===== src/rtl/serial_add_sub.sv =====
// Digit-serial adder/subtractor: DIGIT bits per clock, LSB slice first, registered carry.
// Define ADD_SUB_SAT_EN to saturate S on signed overflow instead of wrapping.
module serial_add_sub #(
    parameter int WIDTH = 8,
    parameter int DIGIT = 4
) (
    input  logic             clk,
    input  logic             rst,
    input  logic             start,
    input  logic [WIDTH-1:0] A,
    input  logic [WIDTH-1:0] B,
    input  logic             M,
    output logic             busy,
    output logic             done,
    output logic [WIDTH-1:0] S,
    output logic             C,
    output logic             V,
    output logic             Z
);

    localparam int N  = WIDTH / DIGIT;
    localparam int CW = (N > 1) ? $clog2(N) : 1;

    // state | meaning
    // IDLE  | waiting for start
    // RUN   | one DIGIT slice added per edge
    // DONE  | result valid, done pulse; start accepted back-to-back
    typedef enum logic [1:0] {IDLE, RUN, DONE} state_t;

    if (WIDTH < 2 || DIGIT < 1 || (WIDTH % DIGIT) != 0) begin : g_bad_params
        $error("serial_add_sub: WIDTH must be >= 2 and a multiple of DIGIT");
    end

    state_t           state_q, state_d;
    logic [WIDTH-1:0] a_q, a_d;
    logic [WIDTH-1:0] b_q, b_d;
    logic [CW-1:0]    cnt_q, cnt_d;
    logic             cy_q, cy_d;
    logic [WIDTH-1:0] r_q, r_d;
    logic [WIDTH-1:0] s_q, s_d;
    logic             c_q, c_d;
    logic             v_q, v_d;
    logic             z_q, z_d;

    logic [DIGIT-1:0] a_sl, b_sl;
    logic [DIGIT:0]   sl_sum;
    logic             c_into_msb;
    logic             last_slice;
    logic [WIDTH-1:0] r_nx;
    logic [WIDTH-1:0] s_final;
    int               idx;

    always_comb begin
        idx    = int'(cnt_q) * DIGIT;
        a_sl   = a_q[idx +: DIGIT];
        b_sl   = b_q[idx +: DIGIT];
        sl_sum = {1'b0, a_sl} + {1'b0, b_sl} + {{DIGIT{1'b0}}, cy_q};
        // carry into the slice MSB recovered from its sum bit and operand bits
        c_into_msb = sl_sum[DIGIT-1] ^ a_sl[DIGIT-1] ^ b_sl[DIGIT-1];
        last_slice = (cnt_q == CW'(N - 1));
        r_nx       = r_q;
        r_nx[idx +: DIGIT] = sl_sum[DIGIT-1:0];
`ifdef ADD_SUB_SAT_EN
        if (c_into_msb ^ sl_sum[DIGIT])
            s_final = {a_q[WIDTH-1], {(WIDTH-1){~a_q[WIDTH-1]}}};
        else
            s_final = r_nx;
`else
        s_final = r_nx;
`endif
    end

    always_comb begin
        state_d = state_q;
        a_d     = a_q;
        b_d     = b_q;
        cnt_d   = cnt_q;
        cy_d    = cy_q;
        r_d     = r_q;
        s_d     = s_q;
        c_d     = c_q;
        v_d     = v_q;
        z_d     = z_q;
        case (state_q)
            IDLE, DONE: begin
                if (start) begin
                    state_d = RUN;
                    a_d     = A;
                    b_d     = B ^ {WIDTH{M}};
                    cnt_d   = '0;
                    cy_d    = M;
                    r_d     = '0;
                end else begin
                    state_d = IDLE;
                end
            end
            RUN: begin
                r_d   = r_nx;
                cy_d  = sl_sum[DIGIT];
                cnt_d = cnt_q + 1'b1;
                if (last_slice) begin
                    state_d = DONE;
                    s_d     = s_final;
                    c_d     = sl_sum[DIGIT];
                    v_d     = c_into_msb ^ sl_sum[DIGIT];
                    z_d     = ~|s_final;
                end
            end
            default: state_d = IDLE;
        endcase
    end

    always_ff @(posedge clk) begin
        if (rst) begin
            state_q <= IDLE;
            a_q     <= '0;
            b_q     <= '0;
            cnt_q   <= '0;
            cy_q    <= 1'b0;
            r_q     <= '0;
            s_q     <= '0;
            c_q     <= 1'b0;
            v_q     <= 1'b0;
            z_q     <= 1'b0;
        end else begin
            state_q <= state_d;
            a_q     <= a_d;
            b_q     <= b_d;
            cnt_q   <= cnt_d;
            cy_q    <= cy_d;
            r_q     <= r_d;
            s_q     <= s_d;
            c_q     <= c_d;
            v_q     <= v_d;
            z_q     <= z_d;
        end
    end

    assign busy = (state_q == RUN);
    assign done = (state_q == DONE);
    assign S    = s_q;
    assign C    = c_q;
    assign V    = v_q;
    assign Z    = z_q;

endmodule


===== config.mk =====
export PLATFORM = sky130hd
export DESIGN_NAME = serial_add_sub
export DESIGN_NICKNAME = d
export VERILOG_FILES = /design/src/rtl/serial_add_sub.sv
export SDC_FILE = /design/constraint.sdc
export NUM_CORES = 1
export LEC_CHECK = 0
export BUFFER_PORTS_ARGS = -buffer_cell sky130_fd_sc_hd__buf_2
export CAP_MARGIN = 20
export CORE_ASPECT_RATIO = 0.75
export CORE_MARGIN = 2
export CORE_UTILIZATION = 60
export CTS_BUF_LIST = sky130_fd_sc_hd__clkbuf_8
export DETAILED_ROUTE_END_ITERATION = 8
export PLACE_DENSITY = 0.86
export SETUP_SLACK_MARGIN = 0.05
export SLEW_MARGIN = 25
export SYNTH_ARGS = -nofsm -noshare
export SYNTH_HDL_FRONTEND = slang
export SYNTH_SLANG_ARGS = --single-unit

===== constraint.sdc =====
create_clock -name clk -period 4.1 [get_ports clk]
set_clock_uncertainty 0.15 [all_clocks]
set_input_delay 0.615 -clock clk [delete_from_list [all_inputs] [get_ports clk]]
set_output_delay 0.615 -clock clk [all_outputs]
set_load 0.05 [all_outputs]

==> flow_metrics.tcl <==
set metrics [dict create \
    slew_headroom 0.504 \
    post-route-period-util 0.713 \
    status "complete, no violations" \
    irDropWorstVdd_mv 0.322 \
    layout.nets 237 \
    drc_errors 0 \
    async_flop_share 0 \
    path_buf_inv 0 \
    grt-ovfl-total 0 \
    num_io_pins 33 \
    crit_path_end_kind "flop" \
    place_inst 241 \
    ys_ff_latch 35 \
    drt_iter0_drc 125 \
    min-delay-start "S[2]" \
    syn_nets 213 \
    timing.fmax_ghz 0.342 \
    rows 16 \
    cts-root-buf "clkbuf_8" \
    finalPower_w 0.000741 \
    cpPeakStageDelay_ps 690 \
    avgSynthCellArea_um2 8.47 \
    hold_path_depth 2 \
    drv_slew 0 \
    grt_util_all_layers 0.240 \
    cpLargestDelayFamily "adder cells" \
    clk_path_buf_depth 2 \
    synth_cell_type_count 32 \
    final_cells 249 \
    hpwl_um 2460 \
    synth_flop_cell "dfxtp_1" \
    netlist_instances 188 \
    grt_pass1_wl_um 5730 \
    die_y_um 48.6 \
    placedInstanceArea_um2 1740 \
    leakage_nw 0.771 \
    multi_input_area_um2 818 \
    whs_endpoint "S[2]" \
    areaGrowthSynthToFinish_pct 14.2 \
    gp_congestion 0.856 \
    clock_sinks 35 \
    dr.pass1.iters 5 \
    ff2ff_setup_slack_ps 1180 \
    synth_top_area_cell "dfxtp_1" \
    setup_viol 0 \
    hold_viol_final 0 \
    post_cts_buffers 0 \
    grt_start_max_net_pins 36 \
    syn_area_um2 1590 \
    antenna_found_initial 0 \
    worstRegToRegCells 8 \
    first_global_vias 1244 \
    final.fill_count 222 \
    min_path_type "reg2reg" \
    synth.most_common_cell "dfxtp_1" \
    crit_arrival_ps 2950 \
    holdBufCountCts 0 \
    chipWidth_um 63.5 \
    final_area_um2 1820 \
    synthTopCellsByArea "dfxtp_1 (44%), nand2_1 (8.0%), a21oi_1 (7.2%)" \
    clk_pin_slew_ps 70 \
    ctsResizeCount 0 \
    r2r_end "V" \
    drive_gt1_frac 0.216 \
    max_cap_viol_count 0 \
    clk_latency_ps 280 \
    synth_edf_count 0 \
    yosysWarnings 0 \
    dieArea_um2 3080 \
    synth_common_cells "dfxtp_1 (35), nand2_1 (34), a21oi_1 (23)" \
    critPathLaunchType "flop" \
    timing.rr.start "cnt_q" \
    yosys.area.top_type_share 0.440 \
    h-tree-depth 2 \
    tightest_slew_ps 744 \
    rsz0062_at_grt "false" \
    fin_util 0.709 \
    core_um2 2560 \
    cpMaxStageDelayCell "dfxtp_1" \
    cp_cell_sequence "mux2i_1 > fa_1 > fa_1 > nand2b_1 > a21oi_1 > xnor2_1 > xnor2_1 > a21o_1" \
    cts-buffers-inserted 5 \
    required_ps 4130 \
    routed_wl_um 3400 \
    cts_tree "yes" \
    period_needed_ps 2920 \
    antenna_left 0 \
    detail_route.vias_per_cell 5.45 \
    vias 1357 \
    floorplan.initialDensity 0.621 \
    io_buffer_count 32 \
    seq_area_um2 701 \
    powerDensity_nw_per_um2 408 \
    setup_tns_ps 0 \
    path_class "reg2reg" \
    wl_per_cell_um 13.6 \
    diodes 0 \
    ys_seq_area_frac 0.440 \
    cp_max_fo 13 \
]
[cell usage in the layout (no fill, tap or decap), drive strengths merged, types with 2 or more instances in the layout]
cell type,instances
xnor2,11
dfxtp,35
nor2b,3
inv,5
ha,3
mux2,4
buf,32
clkbuf,5
nand3,3
a21oi,24
xor2,2
nand2b,3
fa,2
a211oi,8
a31oi,2
mux2i,4
nor2,22
nand2,35
[worst register-to-register path, delay by kind of cell (launching register included)]
family,cells,cell delay (ps)
flops,1,690
mux,1,210
fa+ha+maj,2,910
xor+xnor,2,280
simple gates,1,170
compound gates,2,420
[logic make-up after synthesis]
kind of cell / after synthesis / synth area share
simple gates: 72 / 0.197
compound gates: 37 / 0.138
fa+ha+maj: 5 / 0.0487
mux: 8 / 0.0535
xor+xnor: 13 / 0.0763
buf+inv: 18 / 0.0456
flops: 35 / 0.440
[power breakdown]
group / total, W / leakage, nW / switching, W / internal [W]
combinational: 0.000137 / 0.434 / 0.0000817 / 0.0000549
sequential: 0.000375 / 0.286 / 0.0000158 / 0.000360
clock: 0.000229 / 0.0505 / 0.000115 / 0.000114
[per-layer routing]
layer / up-vias / global-route usage / routed length, um
met4: 0 / 0.112 / 91
met1: 634 / 0.302 / 1490
met2: 43 / 0.381 / 1630
met3: 12 / 0.0698 / 179
met5: - / 0 / 0
li1: 668 / - / -
[worst max-delay path by stage]
stage	startpoint	endpoint	slack [ps]	depth (start not counted)
after floorplan	cnt_q	V	1310	9
after global placement	cnt_q	V	1370	8
after detailed placement	cnt_q	V	1210	8
after CTS	cnt_q	V	1200	8
after global routing	cnt_q	V	1020	8
final	cnt_q	V	1180	8
[sequential cells by signal, indices dropped and copies added, names as in the netlist]
| register | count |
|---|---|
| Z | 1 |
| C | 1 |
| b_q | 8 |
| S | 8 |
| a_q | 8 |
| r_q | 4 |
| cy_q | 1 |
| V | 1 |
| state_q | 2 |
| cnt_q | 1 |
[metrics by stage]
stage               setup slack, ps  hold slack [ps]
floorplan                      1310              283
global placement               1370              290
detailed placement             1210              295
CTS                            1200              304
global route                   1020              334
finish                         1180              302
[layout make-up]
cell class | instances | share of cell area
multi-input combinational | 135 | 0.450
sequential | 35 | 0.386
timing repair buffer | 32 | 0.0882
clock buffer | 5 | 0.0379
tap | 36 | 0.0248
clock inverter | 3 | 0.00689
inverter | 3 | 0.00620
(Power assumes the default switching activity.)
